$ cat src/rtl/uart_send_if.sv
`default_nettype none
// ============================================================================
//  Module   : uart_send_if
//  Purpose  : Write-side handshake between a byte producer and uart_send.
//             The master drives the write strobe and byte. The slave returns
//             uart_ready, which is high while the holding register is empty.
//  Revision : 1.0  initial release
// ============================================================================
interface uart_send_if;
    logic       uart_en;
    logic [7:0] uart_din;
    logic       uart_ready;

    modport master (
        output uart_en,
        output uart_din,
        input  uart_ready
    );

    modport slave (
        input  uart_en,
        input  uart_din,
        output uart_ready
    );
endinterface
`default_nettype wire

$ cat src/rtl/uart_send.sv
`default_nettype none
// ============================================================================
//  Module   : uart_send
//  Purpose  : 8N1 UART transmitter with a one-byte holding register. A byte
//             that is queued during a frame starts on the same edge that ends
//             the current stop bit, so back-to-back frames have no idle gap.
//             Defining UART_TX_PARITY_EN inserts a parity bit after D7. The
//             parity is even when PARITY_ODD=0 and odd when PARITY_ODD=1.
//  Revision : 1.0  initial release
// ============================================================================
module uart_send #(
    parameter int CLK_FREQ   = 50000000,
    parameter int UART_BPS   = 115200,
    parameter int BPS_CNT    = CLK_FREQ / UART_BPS,
    parameter bit PARITY_ODD = 1'b0
) (
    input  logic        sys_clk,
    input  logic        sys_rst_n,
    uart_send_if.slave  bus,
    output logic        uart_tx_busy,
    output logic        uart_tx_done,
    output logic        uart_txd
);

    localparam logic [15:0] c_bps_last   = 16'(BPS_CNT - 1);
    localparam logic [3:0]  c_last_bit   = 4'd7;

    localparam logic [2:0]  c_st_idle    = 3'd0;
    localparam logic [2:0]  c_st_start   = 3'd1;
    localparam logic [2:0]  c_st_data    = 3'd2;
`ifdef UART_TX_PARITY_EN
    localparam logic [2:0]  c_st_parity  = 3'd3;
`endif
    localparam logic [2:0]  c_st_stop    = 3'd4;

    logic [2:0]  state_q,      state_d;
    logic [7:0]  hold_data_q,  hold_data_d;
    logic        hold_valid_q, hold_valid_d;
    logic [7:0]  shift_q,      shift_d;
    logic [15:0] clk_cnt_q,    clk_cnt_d;
    logic [3:0]  bit_cnt_q,    bit_cnt_d;
    logic        txd_q,        txd_d;
    logic        busy_q,       busy_d;
    logic        done_q,       done_d;
`ifdef UART_TX_PARITY_EN
    logic        parity_q,     parity_d;
`else
    // Parity sense has no meaning without the parity bit.
    logic        w_unused_parity_odd;
    assign w_unused_parity_odd = PARITY_ODD;
`endif

    // Last cycle of the current bit period.
    logic w_bit_end;
    // Holding register is moved into the shifter this edge: either from
    // idle, or straight from the end of a stop bit for a gapless next frame.
    logic w_load;

    assign w_bit_end = (clk_cnt_q == c_bps_last);
    assign w_load    = hold_valid_q &&
                       ((state_q == c_st_idle) || ((state_q == c_st_stop) && w_bit_end));

    // State and datapath registers with synchronous active-low reset.
    always_ff @(posedge sys_clk) begin
        if (!sys_rst_n) begin
            state_q      <= c_st_idle;
            hold_data_q  <= 8'd0;
            hold_valid_q <= 1'b0;
            shift_q      <= 8'd0;
            clk_cnt_q    <= 16'd0;
            bit_cnt_q    <= 4'd0;
            txd_q        <= 1'b1;
            busy_q       <= 1'b0;
            done_q       <= 1'b0;
`ifdef UART_TX_PARITY_EN
            parity_q     <= 1'b0;
`endif
        end else begin
            state_q      <= state_d;
            hold_data_q  <= hold_data_d;
            hold_valid_q <= hold_valid_d;
            shift_q      <= shift_d;
            clk_cnt_q    <= clk_cnt_d;
            bit_cnt_q    <= bit_cnt_d;
            txd_q        <= txd_d;
            busy_q       <= busy_d;
            done_q       <= done_d;
`ifdef UART_TX_PARITY_EN
            parity_q     <= parity_d;
`endif
        end
    end

    // Next-state logic: every non-idle state holds for one full bit period.
    always_comb begin
        state_d = state_q;
        case (state_q)
            c_st_idle: begin
                if (hold_valid_q) begin
                    state_d = c_st_start;
                end
            end
            c_st_start: begin
                if (w_bit_end) begin
                    state_d = c_st_data;
                end
            end
            c_st_data: begin
                if (w_bit_end && (bit_cnt_q == c_last_bit)) begin
`ifdef UART_TX_PARITY_EN
                    state_d = c_st_parity;
`else
                    state_d = c_st_stop;
`endif
                end
            end
`ifdef UART_TX_PARITY_EN
            c_st_parity: begin
                if (w_bit_end) begin
                    state_d = c_st_stop;
                end
            end
`endif
            c_st_stop: begin
                if (w_bit_end) begin
                    state_d = hold_valid_q ? c_st_start : c_st_idle;
                end
            end
            default: begin
                state_d = c_st_idle;
            end
        endcase
    end

    // Output and datapath logic: line level, counters, holding register.
    always_comb begin
        hold_data_d  = hold_data_q;
        hold_valid_d = hold_valid_q;
        shift_d      = shift_q;
        bit_cnt_d    = bit_cnt_q;
        txd_d        = txd_q;
        done_d       = 1'b0;
        busy_d       = (state_d != c_st_idle);
`ifdef UART_TX_PARITY_EN
        parity_d     = parity_q;
`endif

        if ((state_q == c_st_idle) || w_bit_end) begin
            clk_cnt_d = 16'd0;
        end else begin
            clk_cnt_d = clk_cnt_q + 16'd1;
        end

        // A write is accepted only into an empty holding register. A write
        // on the same edge as a consume is dropped, because hold_valid_q is
        // still set on that edge.
        if (bus.uart_en && !hold_valid_q) begin
            hold_data_d  = bus.uart_din;
            hold_valid_d = 1'b1;
        end

        if (w_bit_end) begin
            case (state_q)
                c_st_start: begin
                    txd_d     = shift_q[0];
                    bit_cnt_d = 4'd0;
                end
                c_st_data: begin
                    if (bit_cnt_q == c_last_bit) begin
`ifdef UART_TX_PARITY_EN
                        txd_d = parity_q;
`else
                        txd_d = 1'b1;
`endif
                    end else begin
                        txd_d     = shift_q[1];
                        shift_d   = {1'b0, shift_q[7:1]};
                        bit_cnt_d = bit_cnt_q + 4'd1;
                    end
                end
`ifdef UART_TX_PARITY_EN
                c_st_parity: begin
                    txd_d = 1'b1;
                end
`endif
                c_st_stop: begin
                    done_d = 1'b1;
                end
                default: begin
                    txd_d = txd_q;
                end
            endcase
        end

        // Start a frame from the holding register. This overrides the
        // stop-bit level, so the next start bit begins without an idle cycle.
        if (w_load) begin
            hold_valid_d = 1'b0;
            shift_d      = hold_data_q;
            bit_cnt_d    = 4'd0;
            txd_d        = 1'b0;
`ifdef UART_TX_PARITY_EN
            parity_d     = (^hold_data_q) ^ PARITY_ODD;
`endif
        end
    end

    assign bus.uart_ready = ~hold_valid_q;
    assign uart_txd       = txd_q;
    assign uart_tx_busy   = busy_q;
    assign uart_tx_done   = done_q;

endmodule
`default_nettype wire

$ cat src/flat_wrapper.sv
// flat-port wrapper written by rule: the top's interface ports become plain ports
module uart_send_flat 
#(
    parameter int CLK_FREQ   = 50000000,
    parameter int UART_BPS   = 115200,
    parameter int BPS_CNT    = CLK_FREQ / UART_BPS,
    parameter bit PARITY_ODD = 1'b0
)
  (sys_clk, sys_rst_n, uart_tx_busy, uart_tx_done, uart_txd, bus_uart_en, bus_uart_din, bus_uart_ready);
  uart_send_if bus_i ();
  input  logic sys_clk;
  input  logic sys_rst_n;
  output logic uart_tx_busy;
  output logic uart_tx_done;
  output logic uart_txd;
  input wire logic [$bits(bus_i.uart_en)-1:0] bus_uart_en;
  input wire logic [$bits(bus_i.uart_din)-1:0] bus_uart_din;
  output wire logic [$bits(bus_i.uart_ready)-1:0] bus_uart_ready;
  assign bus_i.uart_en = bus_uart_en;
  assign bus_i.uart_din = bus_uart_din;
  assign bus_uart_ready = bus_i.uart_ready;
  uart_send #(.CLK_FREQ(CLK_FREQ), .UART_BPS(UART_BPS), .BPS_CNT(BPS_CNT), .PARITY_ODD(PARITY_ODD)) u_core (.sys_clk(sys_clk), .sys_rst_n(sys_rst_n), .bus(bus_i), .uart_tx_busy(uart_tx_busy), .uart_tx_done(uart_tx_done), .uart_txd(uart_txd));
endmodule
$ cat config.mk
export PLATFORM = sky130hd
export DESIGN_NAME = uart_send_flat
export DESIGN_NICKNAME = d
export VERILOG_FILES = /design/src/rtl/uart_send_if.sv /design/src/rtl/uart_send.sv /design/src/flat_wrapper.sv
export SDC_FILE = /design/constraint.sdc
export NUM_CORES = 1
export LEC_CHECK = 0
export BUFFER_PORTS_ARGS = -buffer_cell sky130_fd_sc_hd__buf_2
export CORE_MARGIN = 2
export CORE_UTILIZATION = 55
export CTS_CLUSTER_DIAMETER = 60
export DETAILED_ROUTE_END_ITERATION = 10
export PLACE_DENSITY = 0.74
export SYNTH_ARGS = -nofsm -noshare
export SYNTH_HDL_FRONTEND = slang
export SYNTH_SLANG_ARGS = --single-unit
export TNS_END_PERCENT = 100
$ cat constraint.sdc
create_clock -name sys_clk -period 2.3 [get_ports sys_clk]
set_input_delay 0.115 -clock sys_clk [delete_from_list [all_inputs] [get_ports sys_clk]]
set_output_delay 0.115 -clock sys_clk [all_outputs]
set_load 0.05 [all_outputs]
# == After elaboration in Yosys (flattened, before gate mapping) ==
# Cells that the tools add are included.
# totals
register_bits,43
inputBits,11
out_inout_bits,4
word_cells,56
# classes
addsub,2
eq_ne,7
muxes,17
n_bitwise,2
n_reduce_logical,19
# op_table
cell,count
two-way mux 8 bit,4
adder 16 x 1 -> 16 bit (second input constant),1
equality test 16 x 9 -> 1 bit (second input constant),1
two-way mux 3 bit,4
one-hot mux 3 bit (4 select lines),1
one-hot mux 4 bit (2 select lines),1
AND reduction 3 bit,2
nonzero test 2 bit,3
nonzero test 3 bit,2
two-way mux 1 bit,5
adder 4 x 1 -> 4 bit (second input constant),1
equality test 4 x 3 -> 1 bit (second input constant),1
logical AND 1 bit,4
two-way mux 4 bit,1
AND reduction 2 bit,2
OR reduction 2 bit,2
equality test 3 x 1 -> 1 bit (second input constant),1
equality test 3 x 2 -> 1 bit (second input constant),1
equality test 3 bit (second input constant),1
logical NOT 3 bit,1
logical OR 1 bit,2
inequality test 2 x 1 -> 1 bit (second input constant),1
inequality test 2 bit (second input constant),1
inverter 1 bit,2
2 further kinds,2

# == Depth between registers and ports, before layout ==
# Gate-level depths: netlist of the first run.
# depth
word_depth,6
ltp_mapped,9
mapped_depth_nobuf,7

# == Worst setup path after synthesis of the first run ==
# No wires, ideal clock.
# synth_timing
path_kind,register to register
from,register u_core.clk_cnt_q[0]
to,register u_core.shift_q[1]
setup_ps,127
arrival_ps,1852
required_time_ps,2173
path_slack_ps,322
path_stages_with_launch,8
n_path_buf,1
period_less_slack_ps,1978
cell_sequence,dfxtp_1 > ha_1 > or4b_4 > o41ai_4 > nand3_2 > buf_2 > o21ai_1 > a31oi_1
# synth_between
elab_chain_len,6
word_cells_on_any_way,9
classes_between,eq/ne (2); mux (1); reduce/logical (6)
# synth_lines
element,line_no,rtl
from (decl),uart_send.sv:40,"logic [15:0] clk_cnt_q, clk_cnt_d;"
from (signal assigned),uart_send.sv:83,clk_cnt_q <= clk_cnt_d;
equality test 16 x 9 -> 1 bit *,uart_send.sv:59,assign w_bit_end = (clk_cnt_q == c_bps_last);
logical AND 1 bit,uart_send.sv:61,((state_q == c_st_idle) || ((state_q == c_st_stop) && w_bit_end));
logical OR 1 bit,uart_send.sv:61,
logical AND 1 bit,uart_send.sv:60,assign w_load = hold_valid_q &&
inequality test 2 x 1 -> 1 bit (no source line) / nonzero test 2 bit (equally long branches),--,
AND reduction 3 bit (no source line),--,
to (signal assigned),uart_send.sv:82,shift_q <= shift_d;
to (decl),uart_send.sv:39,"logic [7:0] shift_q, shift_d;"
# Mark *: on every way between the ends. The rest lies on a longest branch, timed or not.
# A chain may end at the register's enable or synchronous reset.

# == Final worst setup path of the first run ==
# layout_timing
from,register u_core.clk_cnt_q[0]
to,register u_core.bit_cnt_q[1]
# layout_between
elab_chain_len,5
word_cells_on_any_way,6
classes_between,eq/ne (1); reduce/logical (5)
# layout_lines
element,line_no,rtl
equality test 16 x 9 -> 1 bit *,uart_send.sv:59,
logical AND 1 bit,uart_send.sv:61,
logical OR 1 bit,uart_send.sv:61,
logical AND 1 bit,uart_send.sv:60,
OR reduction 2 bit (no source line),--,
to (signal assigned),uart_send.sv:84,bit_cnt_q <= bit_cnt_d;
to (decl),uart_send.sv:41,"logic [3:0] bit_cnt_q, bit_cnt_d;"
# Marks and branches as above.

==> results of run 1 <==
==> final cells by class <==
class,count,area [um^2],area share
Inverter,3,11.26,0.005380
Timing Repair Buffer,17,95.09,0.04543
Multi-Input combinational cell,154,1012,0.4836
Sequential cell,43,860.8,0.4112
Clock buffer,6,51.30,0.02451
Tap cell,46,57.56,0.02750
Clock inverter,1,5.005,0.002391
==> metrics by stage <==
step | cell area, um^2 | worst slack, ns | hold WS [ns]
floorplan | 1932 | 0.3219 | 0.2308
global placement | 2018 | 0.2218 | 0.3366
detailed placement | 2018 | 0.02912 | 0.3460
CTS | 2085 | 0.02872 | 0.006383
global route | 2093 | 0.02066 | 0.02685
finish | 2093 | 0.1686 | 0.02019
==> worst max-delay path by stage <==
stage | end | slack [ns] | cells after the start
finish | u_core.bit_cnt_q[1] | 0.17 | 7
global route | u_core.shift_q[4] | 0.02 | 6
CTS | u_core.shift_q[5] | 0.03 | 6
detailed placement | u_core.shift_q[6] | 0.03 | 6
global placement | u_core.shift_q[5] | 0.22 | 6
floorplan | u_core.shift_q[1] | 0.32 | 7
==> cell usage in the layout (no fill, tap or decap), types with 2 or more instances in the layout <==
cell type,netlist,layout
ha_1,3,3
nand2_1,17,17
mux2i_1,9,9
nand3_1,14,14
a22oi_1,3,3
a31oi_1,4,4
and3_1,4,3
and3b_1,2,2
o21ai_1,4,4
nor2b_1,9,9
and3_2,1,2
dfxtp_1,43,43
buf_2,2,14
a21boi_0,2,2
clkbuf_4,0,5
inv_1,3,3
a21boi_1,4,4
xor2_1,10,10
xnor2_1,7,7
nor3_1,3,3
a21oi_1,3,3
nand2b_1,2,2
nand4_1,6,6
buf_4,0,2
nor2_1,30,30
==> worst max-delay path, delay by kind of cell, from the launching register on <==
family	cells	cell delay (ns)
simple gates	4	1.10
flops	1	0.43
buf+inv	1	0.21
fa+ha+maj	1	0.18
compound gates	1	0.16
==> where the power goes <==
group | leakage [nW] | switching, mW | internal (mW)
Clock | 0.0341 | 0.235 | 0.142
Sequential | 0.349 | 0.0197 | 0.770
Combinational | 0.379 | 0.0726 | 0.0488
==> layer usage <==
metal,share of wire,track usage,vias to the layer above,routed length [um]
met3,0.043,0.05893,7,159
li1,-,-,750,-
met2,0.48,0.3285,32,1744
met1,0.47,0.2613,725,1711
met5,0,0,-,0
met4,0.013,0.05707,0,48
==> state kept, by name, summed over array words and instances, names as in the netlist <==
signal,flops
u_core.bit_cnt_q,4
u_core.clk_cnt_q,16
u_core.state_q,3
u_core.uart_tx_done,1
u_core.shift_q,8
u_core.hold_data_q,8
u_core.uart_tx_busy,1
u_core.hold_valid_q,1
u_core.uart_txd,1
==> cells by family after synthesis <==
| logic type | count (synthesis) | share of synthesized area |
|---|---|---|
| and+or+nand+nor | 100 | 0.2798 |
| muxes | 9 | 0.04663 |
| adders and majority gates | 3 | 0.01943 |
| xor gates and xnor gates | 17 | 0.07707 |
| AOI/OAI and AO/OA | 25 | 0.09650 |
| DFF | 43 | 0.4456 |
| buffers and inverters | 13 | 0.03497 |
==> timing repair <==
item,in CTS,in global routing
resized for setup,0,2
hold endpoints to repair,1,0
setup endpoints to repair,0,13
hold buffers,1,0
==> results.yml, run 1 <==
run_status:
  status: "finished clean"
critical_path:
  max_stage_delay_ns: 0.50
  path_cells: "ha_1 > or4b_4 > nor4_4 > buf_4 > and3_1 > nand3_1 > a21oi_1"
  cp_max_fo: 8
  critPathSlowestCell: "or4b_4"
  setup.worst_path.class: "flop to flop"
  reg2reg_to: "u_core.bit_cnt_q[1]"
  cp.arrival_ns: 2.44
  worstSetupStartpointType: "flop"
  reg2reg_slack_ns: 0.17
  r2r-start: "u_core.clk_cnt_q[0]"
  startpoint: "u_core.clk_cnt_q[0]"
  crit_path_end_kind: "flop"
  rr_worst_depth: 7
  cp.required_ns: 2.61
timing:
  drv_slew: 0
  fmax_mhz: 469.2
  worst_pin_slew_ns: 0.4492
  hold_viol_final: 0
  slew_headroom: 0.6983
  skew_ns: 0.02366
  setup_violations: 0
  rsz0062_at_grt: "false"
  setup_tns_ns: 0
  post-route-min-period_ns: 2.131
  fin_crit_sh: 0.9267
final_layout:
  syn_to_final_growth_pct: 8.355
  stdcell_count: 270
  antenna_cells: 0
  layout-drive-gt1-share: 0.1563
  final_core_util: 0.6224
  num-fill-cells: 321
  nets: 238
power:
  p_per_area_nw_per_um2: 615.2
  ir_worst_vdd_uv: 383.2
  cellLeakagePower_nw: 0.7629
  power_mw: 1.288
yosys:
  synth_top_cell_area_share: 0.4456
  syn_area_um2: 1932
  synth-async-reset-ratio: 0
  yosysMostFrequentCell: "dfxtp_1"
  synth-seq-area-share: 0.4456
  synth_edf_count: 0
  syn_nets: 224
  ys_ff_latch: 43
  synth_top_cell_by_area: "dfxtp_1"
  synth_cell_types: 43
  synth_commonest_cells: "dfxtp_1, nor2_1, nand2_1, nand3_1, xor2_1"
  synth.yosys.warnings: 0
  postSynthCellCount: 210
  synthTopCellsByArea: "dfxtp_1, nor2_1, mux2i_1"
  syn_area_per_cell_um2: 9.199
  synth_flop_cell: "dfxtp_1"
floorplan:
  die_area_um2: 4002
  die_x_um: 63.27
  core-area_um2: 3363
  io-pin-count: 15
  die_h_um: 63.27
  row_count: 21
  start_util: 0.5744
worst_hold_path:
  hold_end: "u_core.hold_data_q[4]"
  min_from: "bus_uart_din[4]"
  hold_depth: 3
  hp-class: "input pin to flop"
clocking:
  clock-sinks: 43
  cts_buffers: 5
  cts.path.max_buffers: 2
  clk_pin_slew_worst_paths_ns: 0.14
  htreeDepth: 2
  cts_root_buf: "clkbuf_4"
  cts_setup_buffers: 0
  cts_tree: "built"
  insertion_delay_ns: 0.36
job:
  cap_violations: 0
routing:
  dr.pass1.iters: 4
  drtIter0Drc: 71
  vias_per_cell: 5.607
  drt-total-wl_um: 3664
  wl_per_cell_um: 13.57
  vias: 1514
  ant_nets: 0
  drc: 0
placed_design:
  place_inst: 262
  place_congestion: 0.7895
  detailed_place_hpwl_um: 2600
  io_buffers: 14
global_route:
  grt_overflow: 0
  grt_first_pass_wirelength_um: 6410
  grt_max_degree: 26
  grt_use_total: 0.2019
  antenna_found_initial: 0
  first_global_vias: 1434
Note: power is estimated with default switching activity, not from simulation.
==> run 2: changes to the inputs <==
--- a/config.mk
+++ b/config.mk
@@ -6,7 +6,6 @@
 export NUM_CORES = 1
 export LEC_CHECK = 0
 export BUFFER_PORTS_ARGS = -buffer_cell sky130_fd_sc_hd__buf_2
-export CORE_MARGIN = 2
 export CORE_UTILIZATION = 55
 export CTS_CLUSTER_DIAMETER = 60
 export DETAILED_ROUTE_END_ITERATION = 10
==> results.yml, run 2 (synthesis results as in run 1) <==
final_layout:
  syn_to_final_growth_pct: 8.031
  layout-drive-gt1-share: 0.1511
  largest-register: "u_core.clk_cnt_q"
  mostFrequentLayoutCell: "dfxtp_1"
  top_regs: "u_core.clk_cnt_q (16), u_core.hold_data_q (8), u_core.shift_q (8)"
  final_cell_mix: "dfxtp_1, nor2_1, nand2_1"
  largest_register_ffs: 16
  antenna_cells: 0
  nets: 238
global_route:
  first_global_vias: 1289
  grt_use_met2: 0.3214
  grt.busiest_layer: "met2"
  grt_first_pass_wirelength_um: 5802
  antenna_found_initial: 0
  grt_use_total: 0.2135
  grt_max_degree: 26
  grt_overflow: 0
  use_met3: 0.06933
  met1_usage: 0.2893
routing:
  drc: 0
  vias_per_cell: 5.432
  ant_nets: 0
  drtIter0Drc: 100
  drt-total-wl_um: 3651
  wl_per_cell_um: 13.47
  vias: 1472
  dr.pass1.iters: 4
timing:
  worst_pin_slew_ns: 0.4367
  fin_crit_sh: 0.9212
  post-route-min-period_ns: 2.119
  setup_tns_ns: 0
  skew_ns: 0.01387
  fmax_mhz: 472.0
  rsz0062_at_grt: "false"
  hold_viol_final: 0
  drv_slew: 0
  setup_violations: 0
  slew_headroom: 0.7078
clocking:
  cts.path.max_buffers: 2
  clock-sinks: 43
  clk_pin_slew_worst_paths_ns: 0.13
  htreeDepth: 2
  cts_buffers: 5
  cts_tree: "built"
  insertion_delay_ns: 0.36
  cts_root_buf: "clkbuf_4"
power:
  p_per_area_nw_per_um2: 607.1
  ir_worst_vdd_uv: 359.6
  cellLeakagePower_nw: 0.7581
  power_mw: 1.267
job:
  cap_violations: 0
critical_path:
  worstSetupStartpointType: "flop"
  reg2reg_slack_ns: 0.18
  r2r-start: "u_core.clk_cnt_q[0]"
  cp.arrival_ns: 2.42
  startpoint: "u_core.clk_cnt_q[0]"
  cp_max_fo: 8
  setup.worst_path.class: "flop to flop"
  crit_path_end_kind: "flop"
  cp.required_ns: 2.60
run_status:
  status: "finished clean"
floorplan:
  row_count: 21
  die_h_um: 61.27
  io-pin-count: 15
  core-area_um2: 3363
  die_x_um: 61.27
  start_util: 0.5744
  die_area_um2: 3753
placed_design:
  io_buffers: 14
  detailed_place_hpwl_um: 2546
  place_congestion: 0.7735
worst_hold_path:
  hp-class: "input pin to flop"
  min_from: "bus_uart_din[7]"
## run 2: cell count changes in the layout (fill, tap and decap cells not counted), sizes merged
cell    previous run  this run
clkbuf             6         7
## run 2: repair_timing
item                                   in CTS  in global routing
hold buffers                                1                  0
setup buffers                               0                  0
setup endpoints to repair                   0                 13
endpoints found under the hold margin       1                  0
gates resized for setup                     0                  2
## run 2: layout make-up
type                       count  area, um^2
fill                         336        1276
multi-input combinational    154        1012
tap                           46       57.56
sequential                    43       860.8
clock buffer                   7       45.04
inverter                       3       11.26
timing repair buffer          17       95.09
clock inverter                 1       5.005
## run 2: where the power goes
group / switching [mW] / leakage [nW] / internal [mW] / total, mW
combinational: 0.0735 / 0.379 / 0.0488 / 0.122
sequential: 0.0197 / 0.349 / 0.770 / 0.790
clock: 0.235 / 0.0293 / 0.119 / 0.355
## run 2: final timing paths
kind / endpoint / cells after the start
worst min register to register: u_core.shift_q[7] / 2
worst max-delay path: u_core.bit_cnt_q[1] / 7
worst max register to register: u_core.bit_cnt_q[1] / 7
worst min-delay path: u_core.hold_data_q[7] / 3
## run 2: critical path, cell delays in order (launching register included)
cell and delay (ns):
dfxtp_1 0.42, ha_1 0.18, or4b_4 0.50, nor4_4 0.30, buf_4 0.21, and3_1 0.21, nand3_1 0.10, a21oi_1 0.15
## run 2: routing by layer
layer,part of all wire,vias up
met1,0.47,681
li1,-,750
met5,0,-
met3,0.043,7
met4,0.014,0
met2,0.48,34
## run 2: stage by stage
| stage | setup slack [ns] | hold WS, ns | instance area, um^2 | cells | util |
|---|---|---|---|---|---|
| floorplan | 0.3219 | 0.2308 | 1932 | 210 | - |
| global placement | 0.2228 | 0.3359 | 2018 | 262 | 0.6001 |
| detailed placement | 0.05190 | 0.3413 | 2018 | 262 | 0.6001 |
| CTS | 0.04056 | 0.01251 | 2078 | 271 | 0.6179 |
| global route | 0.03240 | 0.03554 | 2087 | 271 | 0.6205 |
| finish | 0.1812 | 0.01833 | 2087 | 271 | 0.6205 |
